`src/rtl/nes_joy_pkg.sv`:
```
// Shared types and helpers for the NES joypad reader.
package nes_joy_pkg;

  // Reader frame sequencer states
  typedef enum logic [2:0] {
    IDLE,
    LATCH,
    WAIT,
    CLK_HI,
    CLK_LO,
    DONE
  } joy_state_t;

  // Button positions in the published vector (same order as the core's joypad model)
  localparam int unsigned BTN_A      = 0;
  localparam int unsigned BTN_B      = 1;
  localparam int unsigned BTN_SELECT = 2;
  localparam int unsigned BTN_START  = 3;
  localparam int unsigned BTN_UP     = 4;
  localparam int unsigned BTN_DOWN   = 5;
  localparam int unsigned BTN_LEFT   = 6;
  localparam int unsigned BTN_RIGHT  = 7;

  // Clock cycles in a duration of 'us' microseconds at 'hz', rounded to nearest
  function automatic int unsigned cycles_from_us(input int unsigned hz, input int unsigned us);
    logic [63:0] prod;
    prod = 64'(hz) * 64'(us) + 64'd500_000;
    return 32'(prod / 64'd1_000_000);
  endfunction

endpackage

```
`src/rtl/nes_joy_sync.sv`:
```
// Two-flop synchronizer for the pad's serial data line.
// Resets to 1 so an idle or disconnected pad reads as "released".
module nes_joy_sync (
  input  logic clock,
  input  logic reset_n,
  input  logic d,
  output logic q
);

  logic meta;

  // Double-register the asynchronous input
  always_ff @(posedge clock or negedge reset_n) begin
    if (!reset_n) begin
      meta <= 1'b1;
      q    <= 1'b1;
    end else begin
      meta <= d;
      q    <= meta;
    end
  end

endmodule

```
`src/rtl/nes_joypad_reader.sv`:
```
// NES controller reader: drives latch/shift-clock to an external 4021 pad,
// samples the serial data and publishes an active-high button vector.
module nes_joypad_reader
  import nes_joy_pkg::*;
#(
  parameter int unsigned C_clk_hz    = 21477272,
  parameter int unsigned C_half_us   = 6,
  parameter int unsigned C_latch_us  = 12,
  parameter int unsigned C_poll_hz   = 60,
  parameter int unsigned C_auto_poll = 1,
  parameter int unsigned C_num_bits  = 8
) (
  input  logic                  clock,
  input  logic                  reset_n,
  input  logic                  i_poll,
  input  logic                  joy_data,
  output logic                  joy_strobe,
  output logic                  joy_clock,
  output logic [C_num_bits-1:0] o_btn,
  output logic                  o_valid,
  output logic                  o_busy
);

  localparam int unsigned C_H    = cycles_from_us(C_clk_hz, C_half_us);
  localparam int unsigned C_L    = cycles_from_us(C_clk_hz, C_latch_us);
  localparam int unsigned C_P    = C_clk_hz / C_poll_hz;
  localparam int unsigned C_TMAX = (C_L > C_H) ? C_L : C_H;
  localparam int unsigned TW     = $clog2(C_TMAX);
  localparam int unsigned PW     = $clog2(C_P);
  localparam int unsigned BW     = (C_num_bits > 1) ? $clog2(C_num_bits) : 1;

  if (C_H < 4 || C_num_bits < 1 || C_L < 1 ||
      C_P <= C_L + C_H + (C_num_bits - 1) * 2 * C_H + 2) begin : g_bad_params
    $error("nes_joypad_reader: timing parameters out of range");
  end

  joy_state_t            state, state_n;
  logic [TW-1:0]         tmr, tmr_n;
  logic [BW-1:0]         bit_idx, bit_n;
  logic [C_num_bits-1:0] sr, sr_n;
  logic                  pending, pend_n;
  logic                  publish;
  logic [PW-1:0]         poll_cnt;
  logic                  poll_wrap;
  logic                  req;
  logic                  data_s;

  nes_joy_sync u_sync (
    .clock   (clock),
    .reset_n (reset_n),
    .d       (joy_data),
    .q       (data_s)
  );

  assign poll_wrap = (poll_cnt == PW'(C_P - 1));
  assign req       = i_poll | ((C_auto_poll != 0) & poll_wrap);

  // Free-running poll period counter
  always_ff @(posedge clock or negedge reset_n) begin
    if (!reset_n) begin
      poll_cnt <= '0;
    end else if (poll_wrap) begin
      poll_cnt <= '0;
    end else begin
      poll_cnt <= poll_cnt + 1'b1;
    end
  end

  // Frame sequencer state register
  always_ff @(posedge clock or negedge reset_n) begin
    if (!reset_n) begin
      state <= IDLE;
    end else begin
      state <= state_n;
    end
  end

  // Next-state, phase timer, sampling and pending-request logic
  always_comb begin
    state_n = state;
    tmr_n   = tmr;
    bit_n   = bit_idx;
    sr_n    = sr;
    pend_n  = pending;
    publish = 1'b0;

    if (state != IDLE && req) begin
      pend_n = 1'b1;
    end

    unique case (state)
      IDLE: begin
        if (req || pending) begin
          state_n = LATCH;
          tmr_n   = TW'(C_L - 1);
          pend_n  = 1'b0;
        end
      end
      LATCH: begin
        if (tmr == '0) begin
          state_n = WAIT;
          tmr_n   = TW'(C_H - 1);
        end else begin
          tmr_n = tmr - 1'b1;
        end
      end
      WAIT: begin
        if (tmr == '0) begin
          sr_n[0] = data_s;
          tmr_n   = TW'(C_H - 1);
          bit_n   = BW'(1);
          if (C_num_bits == 1) begin
            state_n = DONE;
            publish = 1'b1;
          end else begin
            state_n = CLK_HI;
          end
        end else begin
          tmr_n = tmr - 1'b1;
        end
      end
      CLK_HI: begin
        if (tmr == '0) begin
          state_n = CLK_LO;
          tmr_n   = TW'(C_H - 1);
        end else begin
          tmr_n = tmr - 1'b1;
        end
      end
      CLK_LO: begin
        if (tmr == '0) begin
          sr_n[bit_idx] = data_s;
          tmr_n         = TW'(C_H - 1);
          if (bit_idx == BW'(C_num_bits - 1)) begin
            state_n = DONE;
            publish = 1'b1;
          end else begin
            state_n = CLK_HI;
            bit_n   = bit_idx + 1'b1;
          end
        end else begin
          tmr_n = tmr - 1'b1;
        end
      end
      DONE: begin
        state_n = IDLE;
      end
      default: begin
        state_n = IDLE;
      end
    endcase
  end

  // Datapath and registered outputs; outputs are decoded from the next state so
  // they line up with the state they belong to, and the result is published on
  // the edge that enters DONE so o_btn and o_valid change together.
  always_ff @(posedge clock or negedge reset_n) begin
    if (!reset_n) begin
      tmr        <= '0;
      bit_idx    <= '0;
      sr         <= '0;
      pending    <= 1'b0;
      joy_strobe <= 1'b0;
      joy_clock  <= 1'b0;
      o_btn      <= '0;
      o_valid    <= 1'b0;
      o_busy     <= 1'b0;
    end else begin
      tmr        <= tmr_n;
      bit_idx    <= bit_n;
      sr         <= sr_n;
      pending    <= pend_n;
      joy_strobe <= (state_n == LATCH);
      joy_clock  <= (state_n == CLK_HI);
      o_valid    <= publish;
      o_busy     <= (state_n != IDLE);
      if (publish) begin
        o_btn <= ~sr_n;
      end
    end
  end

endmodule

```
`config.mk`:
```
export PLATFORM = sky130hd
export DESIGN_NAME = nes_joypad_reader
export DESIGN_NICKNAME = d
export VERILOG_FILES = /design/src/rtl/nes_joy_pkg.sv /design/src/rtl/nes_joy_sync.sv /design/src/rtl/nes_joypad_reader.sv
export SDC_FILE = /design/constraint.sdc
export NUM_CORES = 1
export LEC_CHECK = 0
export CAP_MARGIN = 20
export CORE_MARGIN = 5
export CORE_UTILIZATION = 53
export DETAILED_ROUTE_END_ITERATION = 8
export PLACE_DENSITY = 0.75
export SYNTH_ARGS = -nofsm -noshare
export SYNTH_HDL_FRONTEND = slang
export SYNTH_SLANG_ARGS = --single-unit
export TNS_END_PERCENT = 20
```
`constraint.sdc`:
```
create_clock -name clock -period 2 [get_ports clock]
set_input_delay 0.3 -clock clock [delete_from_list [all_inputs] [get_ports clock]]
set_output_delay 0.3 -clock clock [all_outputs]
set_load 0.1 [all_outputs]
```
==> reports/results.ini <==
[synth]
async_reset_ff_share_pct=100
syn-num-nets=283
postSynthRegisterBits=57
seq_area_frac_synth_pct=49.5
synthesis.area_um2=2880
avgSynthCellArea_um2=10.6
synth_edf_count=0
synth_top_area_share_pct=47.7
synth_most_common_cell=dfrtp_1
synth_largest_area_cell=dfrtp_1
synthCells=273
netlist_top_cells_count=dfrtp_1, nand2_1, nor2_1
yosys_most_used_dff=dfrtp_1
synth.distinct_cells=63
synth.area.top_cells=dfrtp_1, xnor2_1, ha_1
ys_warn_count=0

[power]
irDropWorstVdd_v=0.000518
total_power_uw=2260
total_leakage_power_uw=0.00155
power_density_nw_per_um2=646

[sta]
fmax_mhz=514
relSlewSlack_pct=66.5
finalCritPeriodShare_pct=97.2
setup_viol=0
report.final.slew_viol_count=0
fin_worst_skew_ns=0.00945
worst_slew_pin_slew_ns=0.498
period_needed_ns=1.94
finalWorstSetupSlack_ns=0.0564
fin_tns_setup_ns=0
rsz0062_at_grt=yes
finalHoldViolCount=0

[global_route]
met1_usage_pct=23.6
grt_max_degree=26
antenna_found_initial=0
grt_overflow_total=0
grt_busiest_layer=met2
grt_pass1_wl_mm=10.6
use_met3_pct=6.02
grt_util_met2_pct=30.6
grt_use_total_pct=19.0
grt_pass1_vias=2214

[cells_and_area]
nets=324
fin_util_pct=67.1
drive_gt1_share_pct=26.0
diodes=0
finalInstanceArea_um2=3490
area_growth_pct=21.1
fillers=438

[cts]
cts_root_buf=clkbuf_8
numCtsBuffers=9
clk_latency_ns=0.35
cts.sinks=57
cts.path.max_buffers=2
cts_tree=done
h-tree-depth=3
clkTransAtPathRegs_ns=0.06

[placement]
dp_hpwl_mm=4.33
dpl_cell_area_um2=3220
place_ws_ns=0.0198
gp_congestion=0.903
io_buffers=15

[critical_path]
worst_setup_path_start_kind=flop
cp.arrival_ns=2.21
critPathRequiredTime_ns=2.26
reg2reg_depth=4
reg2reg_slack_ns=0.06
endpoint=o_btn[6]
rr_endpoint=o_btn[6]
cp-startpoint=tmr[4]
path_class=reg2reg
r2r_start=tmr[4]
crit_path_max_fanout=6
end_kind=flop

[die]
num_rows=26
ios=16
die_y_um=83.8
die_w_um=83.8
core_area_um2=5200
start_util_pct=55.4
die-area_um2=7020

[status]
status=finished clean

[route]
first_pass_iters=4
drtAntennaViolNets=0
drc=0
wl_per_cell_um=15.8
viasPerCell=5.75
wl_mm=6.15
drt_iter0_drc=130
dr_total_vias=2237

[flow_run]
maxCapViolCount=0

[worst_hold_path]
min_path_type=reg2reg

-- worst min path at each step --
stage                startpoint     endpoint  cells after the start
finish              u_sync.meta     u_sync.q                      0
global route           joy_data  u_sync.meta                      1
CTS                    joy_data  u_sync.meta                      1
detailed placement      reset_n       tmr[6]                      1
global placement        reset_n       tmr[6]                      1
floorplan               reset_n   bit_idx[0]                      0
-- power by group --
group | total (uW) | internal [uW] | leakage [uW] | switching [uW]
Combinational | 34.7 | 10.7 | 0.000712 | 23.9
Sequential | 1160 | 1160 | 0.000739 | 4.06
Clock | 1060 | 599 | 0.000102 | 461
Total | 2260 | 1770 | 0.00155 | 489
-- layout make-up --
class / count / area (um2) / area share [%]
Clock buffer: 10 / 138 / 3.94
Clock inverter: 6 / 57.6 / 1.65
Inverter: 15 / 56.3 / 1.61
Multi-Input combinational cell: 191 / 1410 / 40.2
Sequential cell: 57 / 1430 / 41.0
Tap cell: 70 / 87.6 / 2.51
Timing Repair Buffer: 40 / 318 / 9.10
-- flip-flops by register name, indices dropped and copies added (netlist names) --
signal / flops
bit_idx: 3
joy_clock: 1
joy_strobe: 1
o_btn: 8
o_busy: 1
o_valid: 1
pending: 1
poll_cnt: 19
sr: 8
state: 3
tmr: 9
u_sync.meta: 1
u_sync.q: 1
-- cell usage in the layout, fill, tap and decap left out, types with 3 or more instances in the layout --
cell type / n
clkbuf_8: 10
nand3_1: 15
xor2_1: 6
inv_1: 12
a21oi_1: 3
a22o_1: 5
nor3_1: 5
o211ai_1: 4
clkinv_2: 4
xnor2_1: 11
mux2i_1: 4
o21ai_1: 15
o21ai_0: 3
nand4_1: 11
nand2_1: 20
buf_4: 35
inv_2: 3
nor4_1: 5
nor4_4: 4
dfrtp_1: 54
nor2_1: 18
a31oi_1: 3
ha_1: 5
and4_1: 3
-- per-layer routing --
| layer | wire [um] | up-vias |
|---|---|---|
| met1 | 2680 | 1083 |
| met3 | 339 | 10 |
| met5 | 0 | - |
| li1 | - | 1090 |
| met2 | 3030 | 54 |
| met4 | 95 | 0 |
-- critical path, stage by stage (launching register included) --
cell     delay, ns
dfrtp_2       0.45
or4_4         0.62
nor4_4        0.33
mux2_4        0.33
o21ai_1       0.12
-- kinds of logic (layout without fill, tap and decap cells) --
| kind of cell | count (synthesis) | after routing | synth area share (%) |
|---|---|---|---|
| AOI/OAI and AO/OA | 53 | 53 | 13.3 |
| xor gates and xnor gates | 17 | 17 | 5.16 |
| adders and majority gates | 6 | 6 | 2.60 |
| buffers and inverters | 25 | 71 | 3.64 |
| DFF | 57 | 57 | 49.5 |
| muxes | 7 | 7 | 2.69 |
| and+or+nand+nor | 108 | 108 | 23.1 |
-- metrics by stage --
step | hold WS, ns | instances
detailed placement | 0.273 | 370
floorplan | 0.00441 | 273
finish | 0.359 | 389
global placement | 0.268 | 370
CTS | 0.348 | 387
global route | 0.350 | 389
-- what timing repair did --
item | CTS | global route
gates resized for setup | 3 | 8
pin swaps | 2 | 5
buffers inserted | 0 | 2
cloned | 0 | 0
setup endpoints to repair | 2 | 28
hold endpoints to repair | 17 | 0
hold buffers | 1 | 0
Note: power is estimated with default switching activity, not from simulation.
